**config.mk**
```make
export PLATFORM = sky130hd
export DESIGN_NAME = sgd_x_sync_sched
export DESIGN_NICKNAME = d
export VERILOG_FILES = /design/src/rtl/sgd_sync_pkg.sv /design/src/rtl/sgd_sync_fifo.sv /design/src/rtl/sgd_x_sync_sched.sv
export SDC_FILE = /design/constraint.sdc
export NUM_CORES = 1
export LEC_CHECK = 0
export CAP_MARGIN = 20
export CELL_PAD_IN_SITES_DETAIL_PLACEMENT = 1
export CELL_PAD_IN_SITES_GLOBAL_PLACEMENT = 2
export CORE_AREA = 10 10 543 545
export CTS_BUF_LIST = sky130_fd_sc_hd__clkbuf_8
export DETAILED_ROUTE_END_ITERATION = 6
export DIE_AREA = 0 0 553 555
export PLACE_DENSITY_LB_ADDON = 0.12
export RECOVER_POWER = 100
export SLEW_MARGIN = 30
export SYNTH_ARGS = -nofsm -noshare
export SYNTH_HDL_FRONTEND = slang
export SYNTH_HIERARCHICAL = 1
export SYNTH_SLANG_ARGS = --single-unit
```
**constraint.sdc**
```tcl
create_clock -name clk -period 21.1 [get_ports clk]
set_input_delay 4.22 -clock clk [delete_from_list [all_inputs] [get_ports clk]]
set_output_delay 4.22 -clock clk [all_outputs]
set_load 0.01 [all_outputs]
```
**src/rtl/sgd_sync_pkg.sv**
```systemverilog
// Shared definitions for the x_updated BRAM sync scheduler.
//   - scheduler state encodings (legacy localparam constants)
//   - default row width and word width
//   - calc_rows(): number of BRAM rows covering a model dimension
package sgd_sync_pkg;

  localparam int unsigned WORD_W = 32;
  localparam int unsigned BANK_WORDS_DEF = 8;
  localparam int unsigned W = BANK_WORDS_DEF * WORD_W;

  localparam logic [2:0] StIdle   = 3'd0;
  localparam logic [2:0] StUpdate = 3'd1;
  localparam logic [2:0] StDrain  = 3'd2;
  localparam logic [2:0] StSyncRd = 3'd3;
  localparam logic [2:0] StSyncWr = 3'd4;
  localparam logic [2:0] StDone   = 3'd5;

  // ceil(dim / 2^shift)
  function automatic logic [31:0] calc_rows(input logic [31:0] dim, input int unsigned shift);
    logic [31:0] mask;
    mask = (32'd1 << shift) - 32'd1;
    return (dim >> shift) + {31'd0, (dim & mask) != 32'd0};
  endfunction

endpackage

```
**src/rtl/sgd_sync_fifo.sv**
```systemverilog
// Tx staging FIFO for the sync path.
//   clk, rst         : clock, asynchronous active-high reset
//   flush            : synchronous empty (drops contents, pointers to 0)
//   push, push_data  : write side; push at full is accepted only together with pop
//   pop              : read side; ignored when empty
//   head             : current head entry (undefined when count == 0)
//   count            : occupancy, 0..DEPTH
module sgd_sync_fifo #(
  parameter int unsigned WIDTH = 256,
  parameter int unsigned DEPTH = 4
) (
  input  logic                     clk,
  input  logic                     rst,
  input  logic                     flush,
  input  logic                     push,
  input  logic [WIDTH-1:0]         push_data,
  input  logic                     pop,
  output logic [WIDTH-1:0]         head,
  output logic [$clog2(DEPTH):0]   count
);

  localparam int unsigned AW = $clog2(DEPTH);

  logic [WIDTH-1:0] mem_q [DEPTH];
  logic [AW-1:0]    rd_ptr_q, wr_ptr_q;
  logic [AW:0]      count_q;
  logic             do_push, do_pop;

  always_comb begin
    do_pop  = pop && (count_q != '0);
    // Full FIFO still accepts a push when the head leaves in the same cycle.
    do_push = push && ((count_q != (AW+1)'(DEPTH)) || do_pop);
  end

  always_ff @(posedge clk or posedge rst) begin
    if (rst) begin
      rd_ptr_q <= '0;
      wr_ptr_q <= '0;
      count_q  <= '0;
    end else if (flush) begin
      rd_ptr_q <= '0;
      wr_ptr_q <= '0;
      count_q  <= '0;
    end else begin
      if (do_push) wr_ptr_q <= wr_ptr_q + AW'(1);
      if (do_pop)  rd_ptr_q <= rd_ptr_q + AW'(1);
      count_q <= count_q + (AW+1)'(do_push) - (AW+1)'(do_pop);
    end
  end

  always_ff @(posedge clk) begin
    if (do_push && !flush) mem_q[wr_ptr_q] <= push_data;
  end

  assign head  = mem_q[rd_ptr_q];
  assign count = count_q;

endmodule

```
**src/rtl/sgd_x_sync_sched.sv**
```systemverilog
// Time-shares the x_updated BRAM between the gradient-update pipeline and the
// model-sync path. Per epoch: one update pass over x, drain of update writes,
// stream x to the network (tx), write averaged x back (rx).
//   clk, rst                   : clock, asynchronous active-high reset
//   started                    : job enable (level); low aborts to IDLE
//   dimension, num_epochs      : job size, sampled when leaving IDLE
//   upd_grant / upd_issue      : update pipeline row grant / row consumed
//   upd_rd_addr, upd_wr_*      : update pipeline BRAM ports
//   bram_rd_*, bram_wr_*       : BRAM ports
//   tx_* / rx_*                : network stream out / averaged stream in
//   epoch_cnt, done            : progress
//   err_stray_wr               : sticky, update write seen outside UPDATE/DRAIN
module sgd_x_sync_sched
  import sgd_sync_pkg::*;
#(
  parameter int unsigned BANK_WORDS = 8,
  parameter int unsigned ADDR_W     = 10,
  parameter int unsigned ROW_SHIFT  = 6,
  parameter int unsigned RD_LAT     = 1,
  parameter int unsigned FIFO_DEPTH = 4,
  localparam int unsigned RowW      = BANK_WORDS * WORD_W
) (
  input  logic              clk,
  input  logic              rst,
  input  logic              started,
  input  logic [31:0]       dimension,
  input  logic [15:0]       num_epochs,
  output logic              upd_grant,
  input  logic              upd_issue,
  input  logic [ADDR_W-1:0] upd_rd_addr,
  input  logic              upd_wr_en,
  input  logic [ADDR_W-1:0] upd_wr_addr,
  input  logic [RowW-1:0]   upd_wr_data,
  output logic [ADDR_W-1:0] bram_rd_addr,
  input  logic [RowW-1:0]   bram_rd_data,
  output logic              bram_wr_en,
  output logic [ADDR_W-1:0] bram_wr_addr,
  output logic [RowW-1:0]   bram_wr_data,
  output logic              tx_valid,
  output logic [RowW-1:0]   tx_data,
  input  logic              tx_ready,
  input  logic              rx_valid,
  input  logic [RowW-1:0]   rx_data,
  output logic              rx_ready,
  output logic [15:0]       epoch_cnt,
  output logic              done,
  output logic              err_stray_wr
);

  localparam int unsigned CW  = ADDR_W + 1;
  localparam int unsigned FCW = $clog2(FIFO_DEPTH) + 1;

  logic [2:0]        state_q, state_d;
  logic [CW-1:0]     rows_q, rows_d;
  logic [CW-1:0]     issue_cnt_q, issue_cnt_d, wr_cnt_q, wr_cnt_d;
  logic [CW-1:0]     rd_cnt_q, rd_cnt_d, tx_cnt_q, tx_cnt_d, rx_cnt_q, rx_cnt_d;
  logic [15:0]       num_epochs_q, num_epochs_d, epoch_cnt_q, epoch_cnt_d;
  logic              err_q, err_d;
  logic [RD_LAT-1:0] vld_q, vld_d;

  logic [31:0]       rows_calc;
  logic [CW-1:0]     issue_nxt;
  logic              in_upd, upd_phase, abort;
  logic              issue_fire, wr_fire, rd_fire, tx_fire, rx_fire;
  logic [FCW-1:0]    inflight, fifo_count;
  logic [RowW-1:0]   fifo_head;
  logic              fifo_flush, fifo_push;

  assign rows_calc = calc_rows(dimension, ROW_SHIFT);
  assign abort     = (state_q != StIdle) && !started;
  assign upd_phase = (state_q == StUpdate) || (state_q == StDrain);

  always_comb begin
    inflight = '0;
    for (int i = 0; i < int'(RD_LAT); i++) inflight = inflight + FCW'(vld_q[i]);
  end

  always_comb begin
    in_upd     = (state_q == StUpdate) && (issue_cnt_q < rows_q);
    issue_fire = in_upd && upd_issue;
    issue_nxt  = issue_cnt_q + CW'(issue_fire);
    // Grant falls in the same cycle as the last issue.
    upd_grant  = in_upd && (issue_nxt < rows_q);
    wr_fire    = upd_phase && upd_wr_en;
    rd_fire    = (state_q == StSyncRd) && (rd_cnt_q < rows_q) &&
                 ((inflight + fifo_count) < FCW'(FIFO_DEPTH));
    tx_valid   = (state_q == StSyncRd) && (fifo_count != '0);
    tx_fire    = tx_valid && tx_ready;
    tx_data    = tx_valid ? fifo_head : '0;
    rx_ready   = (state_q == StSyncWr);
    rx_fire    = rx_ready && rx_valid;
    fifo_push  = (state_q == StSyncRd) && vld_q[RD_LAT-1];
    fifo_flush = (state_q != StSyncRd) || abort;
    done       = (state_q == StDone);
  end

  // Read-return tracker: bit i set means a read issued i+1 cycles ago.
  always_comb begin
    vld_d = '0;
    if (!fifo_flush) begin
      vld_d[0] = rd_fire;
      for (int i = 1; i < int'(RD_LAT); i++) vld_d[i] = vld_q[i-1];
    end
  end

  always_comb begin
    state_d      = state_q;
    rows_d       = rows_q;
    num_epochs_d = num_epochs_q;
    epoch_cnt_d  = epoch_cnt_q;
    issue_cnt_d  = issue_cnt_q;
    wr_cnt_d     = upd_phase ? wr_cnt_q + CW'(wr_fire) : wr_cnt_q;
    rd_cnt_d     = rd_cnt_q + CW'(rd_fire);
    tx_cnt_d     = tx_cnt_q + CW'(tx_fire);
    rx_cnt_d     = rx_cnt_q + CW'(rx_fire);
    err_d        = err_q | (upd_wr_en && !upd_phase);
    case (state_q)
      StIdle: begin
        rd_cnt_d = '0;
        tx_cnt_d = '0;
        rx_cnt_d = '0;
        if (started) begin
          rows_d       = rows_calc[CW-1:0];
          num_epochs_d = num_epochs;
          epoch_cnt_d  = '0;
          issue_cnt_d  = '0;
          wr_cnt_d     = '0;
          state_d      = ((rows_calc == '0) || (num_epochs == '0)) ? StDone : StUpdate;
        end
      end
      StUpdate: begin
        issue_cnt_d = issue_nxt;
        if (issue_nxt == rows_q) state_d = StDrain;
      end
      StDrain: begin
        if (wr_cnt_q == rows_q) state_d = StSyncRd;
      end
      StSyncRd: begin
        if (tx_fire && (tx_cnt_q + CW'(1) == rows_q)) state_d = StSyncWr;
      end
      StSyncWr: begin
        if (rx_fire && (rx_cnt_q + CW'(1) == rows_q)) begin
          epoch_cnt_d = epoch_cnt_q + 16'd1;
          issue_cnt_d = '0;
          wr_cnt_d    = '0;
          rd_cnt_d    = '0;
          tx_cnt_d    = '0;
          rx_cnt_d    = '0;
          state_d     = (epoch_cnt_q + 16'd1 == num_epochs_q) ? StDone : StUpdate;
        end
      end
      StDone: ;
      default: state_d = StIdle;
    endcase
    if (abort) begin
      state_d     = StIdle;
      epoch_cnt_d = '0;
      issue_cnt_d = '0;
      wr_cnt_d    = '0;
      rd_cnt_d    = '0;
      tx_cnt_d    = '0;
      rx_cnt_d    = '0;
    end
  end

  always_ff @(posedge clk or posedge rst) begin
    if (rst) begin
      state_q      <= StIdle;
      rows_q       <= '0;
      num_epochs_q <= '0;
      epoch_cnt_q  <= '0;
      issue_cnt_q  <= '0;
      wr_cnt_q     <= '0;
      rd_cnt_q     <= '0;
      tx_cnt_q     <= '0;
      rx_cnt_q     <= '0;
      err_q        <= 1'b0;
      vld_q        <= '0;
    end else begin
      state_q      <= state_d;
      rows_q       <= rows_d;
      num_epochs_q <= num_epochs_d;
      epoch_cnt_q  <= epoch_cnt_d;
      issue_cnt_q  <= issue_cnt_d;
      wr_cnt_q     <= wr_cnt_d;
      rd_cnt_q     <= rd_cnt_d;
      tx_cnt_q     <= tx_cnt_d;
      rx_cnt_q     <= rx_cnt_d;
      err_q        <= err_d;
      vld_q        <= vld_d;
    end
  end

  // BRAM port mux, selected by registered state only.
  always_comb begin
    bram_rd_addr = '0;
    bram_wr_en   = 1'b0;
    bram_wr_addr = '0;
    bram_wr_data = '0;
    case (state_q)
      StUpdate, StDrain: begin
        bram_rd_addr = upd_rd_addr;
        bram_wr_en   = upd_wr_en;
        bram_wr_addr = upd_wr_addr;
        bram_wr_data = upd_wr_data;
      end
      StSyncRd: bram_rd_addr = rd_cnt_q[ADDR_W-1:0];
      StSyncWr: begin
        bram_wr_en   = rx_valid;
        bram_wr_addr = rx_cnt_q[ADDR_W-1:0];
        bram_wr_data = rx_data;
      end
      default: ;
    endcase
  end

  sgd_sync_fifo #(
    .WIDTH (RowW),
    .DEPTH (FIFO_DEPTH)
  ) u_tx_fifo (
    .clk       (clk),
    .rst       (rst),
    .flush     (fifo_flush),
    .push      (fifo_push),
    .push_data (bram_rd_data),
    .pop       (tx_fire),
    .head      (fifo_head),
    .count     (fifo_count)
  );

  assign epoch_cnt    = epoch_cnt_q;
  assign err_stray_wr = err_q;

endmodule

```
==> impl_metrics.csv <==
group,metric,value,unit
yosys,synth_top_area_frac,0.619,
yosys,synth_fp_nets,3745,
clocking,postCtsHoldBufs,0,
worst_hold_path,holdCritPathClass,"flip-flop to flip-flop",
global_routing,grt_max_degree,124,
floorplanning,row_count,196,
yosys,synth_flop_cell,"edfxtp_1",
placed_design,gp_congestion,1.00,
timing,finalSetupViolCount,0,
route,ant_nets,0,
route,route.detailed.drc,0,
finish,syn2layout_area_growth,44.7,%
global_routing,grt_pass1_wl,387000,microns
timing,worst_pin_slew,8.03,ns
yosys,synth.avg_cell_area,17.4,sq um
timing,fin_crit,14.53,ns
route,wl_per_cell,36.2,microns
global_routing,grt_use_total,0.189,
yosys,synth_edf_count,1024,
clocking,ctsResizeCount,0,
timing,rsz0062_at_grt,"no",
yosys,synth.distinct_cells,68,
yosys,ys_seq_elements,1134,
timing,timing.fmax,68.8,MHz
floorplanning,die_h,555,microns
route,drtIter0Drc,2249,
power,power.total,0.00663,W
timing,slew_viol_final,1581,
critical_path,worstPathRequired,21.46,ns
clocking,clock_path_buffers,4,
route,vias_per_cell,4.16,
yosys,synth_area_leaders,"edfxtp_1 (62%), mux4_2 (6.6%), mux4_1 (5.8%)",
yosys,yosys.area.top_type,"edfxtp_1",
global_routing,gr-total-overflow,0,
status,status,"finished, violations left",
timing,slew_headroom,-4.35,
power,power.leakage,24.7,nW
timing,hold_violations,0,
floorplanning,core_area,0.284,sq mm
clocking,clkSinkCount,1134,
power,ir_drop,0.0000681,V
clocking,cts_made_buffers,219,
critical_path,worstPathArrival,14.90,ns
yosys,yosysMostFrequentCell,"edfxtp_1",
timing,worst_clock_skew,0.154,ns
floorplanning,die_w,553,microns
job,drv_cap,30,
clocking,cts_tree,"built",
power,power-per-cell-area,92.2,mW/mm^2
yosys,synthCells,2850,
finish,layout-drive-gt1-share,0.101,
worst_hold_path,whs_path_depth,1,
clocking,root_buffer,"clkbuf_8",
finish,n_fill_cell,30600,
global_routing,grt_pass1_vias,36700,
critical_path,cp_cell_sequence,"dlygate4sd3_1, clkbuf_1, nand2_1, nor3b_1, clkbuf_1, clkbuf_1",
clocking,cts.clk_slew.worst_paths,0.05,ns
clocking,worstSkewPairLatency,1.00,ns
yosys,synthTopCellsByCount,"edfxtp_1 (1024), a22o_1 (279), and2_1 (267)",
critical_path,r2r_slack,8.36,ns
floorplanning,start_util,0.175,
critical_path,reg2reg_depth,8,
timing,period_share,0.689,
finish,fin_nets,5228,
yosys,ys_warn_count,6,
critical_path,critPathSlowestCell,"clkbuf_1",
yosys,synthArstFlopShare,0.0970,
critical_path,slowest_delay,5.55,ns
yosys,ys_seq_area_frac,0.674,
critical_path,critical_path_class,"input port to flip-flop",
global_routing,antenna_found_initial,352,
critical_path,path_common_cell,"clkbuf_1",
critical_path,worstPathMaxFanout,105,
floorplanning,fp.dieArea,0.307,sq mm
status,violations,"max-capacitance violations, max-slew violations",
yosys,syn-cell-area,0.0497,sq mm
route,firstDrtPassIters,5,
clocking,postCtsSetupRepairBufs,0,
route,vias,34900,
floorplanning,io_pins,1397,
critical_path,critPathLaunchType,"input port",
placed_design,port-buffer-count,1396,
critical_path,end_kind,"flip-flop",
clocking,htree_levels,4,
route,routed_wirelength,304000,microns
placed_design,dp_hpwl,241000,microns
finish,fin_util,0.253,
[sequential cells by signal, indices dropped and copies added (netlist names)]
signal	flops
rx_cnt_q	11
state_q	3
vld_q	1
tx_cnt_q	11
u_tx_fifo/count	3
num_epochs_q	16
err_stray_wr	1
rows_q	11
issue_cnt_q	11
u_tx_fifo/wr_ptr_q	2
u_tx_fifo/rd_ptr_q	2
u_tx_fifo/mem_q	1024
epoch_cnt	16
wr_cnt_q	11
rd_cnt_q	11
[cell families (layout without fill, tap and decap cells)]
family / after synthesis / after routing / share of synthesized area
xor+xnor: 124 / 124 / 0.0219
simple gates: 621 / 621 / 0.0692
fa+ha+maj: 53 / 53 / 0.0134
buf+inv: 213 / 1853 / 0.0215
other cells: 0 / 137 / 0
compound gates: 420 / 420 / 0.0690
flops: 1134 / 1134 / 0.674
mux: 285 / 285 / 0.131
[cells in the final DEF (no fill, tap or decap), drive strengths merged, types with 11 or more instances in the layout]
master / count
edfxtp: 1024
clkdlybuf4s50: 754
dlygate4sd3: 642
a22o: 279
and2: 268
mux4: 256
clkbuf: 254
diode: 137
inv: 110
dfrtp: 110
nor2: 107
clkinv: 65
xor2: 62
nand2: 62
xnor2: 62
ha: 51
nand3: 49
o21ai: 40
nand4: 24
and3: 23
nor3: 21
mux2: 21
buf: 20
a21oi: 19
nor4: 19
nand2b: 15
o31ai: 13
a21o: 11
[metal layers]
metal | GRT usage | share of wire | wire (microns)
met2 | 0.354 | 0.53 | 161000
met5 | 0 | 0.0025 | 759
met1 | 0.184 | 0.33 | 102000
met4 | 0.0783 | 0.049 | 15000
met3 | 0.0731 | 0.084 | 25700
[final cells by class]
| cell class | count | area [sq um] | share of cell area |
|---|---|---|---|
| clock inverters | 153 | 748 | 0.0104 |
| repair buffers | 1445 | 14300 | 0.199 |
| multi-input cells | 1503 | 15100 | 0.210 |
| inverters | 30 | 114 | 0.00158 |
| diodes | 137 | 343 | 0.00477 |
| well taps | 3762 | 4710 | 0.0655 |
| clock buffers | 225 | 3100 | 0.0431 |
| flip-flops and latches | 1134 | 33500 | 0.466 |
[metrics by stage]
| step | instance area [sq um] | setup WS [ns] | cells | hold WS, ns | setup TNS, ns |
|---|---|---|---|---|---|
| 5_1_grt | 71800 | 5.45 | 8347 | 0.522 | 0 |
| 4_1_cts | 71800 | 8.63 | 8252 | 0.506 | 0 |
| 3_3_place_gp | 67900 | 8.19 | 7873 | 0.469 | 0 |
| 6_report | 71900 | 6.57 | 8389 | 0.502 | 0 |
| 3_5_place_dp | 68000 | 8.65 | 7874 | 0.490 | 0 |
| 2_1_floorplan | 49700 | -3.22 | 2850 | 0.501 | -3296.90 |
[worst max-delay path, delay by kind of cell]
family	cells	cell delay, ns
buffers and inverters	4	9.56
and+or+nand+nor	2	0.94
[power breakdown]
| part | total [W] | switching (W) | internal [W] |
|---|---|---|---|
| Sequential | 0.00254 | 0.0000641 | 0.00248 |
| Clock | 0.00200 | 0.000974 | 0.00103 |
| Combinational | 0.00209 | 0.00127 | 0.000814 |
[path summary, 6_finish.rpt]
check / from / end
setup / recovery: started / u_tx_fifo/mem_q[2][25]
hold / removal: err_stray_wr / err_stray_wr
setup reg to reg: state_q[2] / u_tx_fifo/mem_q[2][25]
hold reg to reg: err_stray_wr / err_stray_wr
max in group asynchronous: rst / num_epochs_q[2]
min in group asynchronous: rst / u_tx_fifo/wr_ptr_q[1]
(Power assumes the default switching activity.)
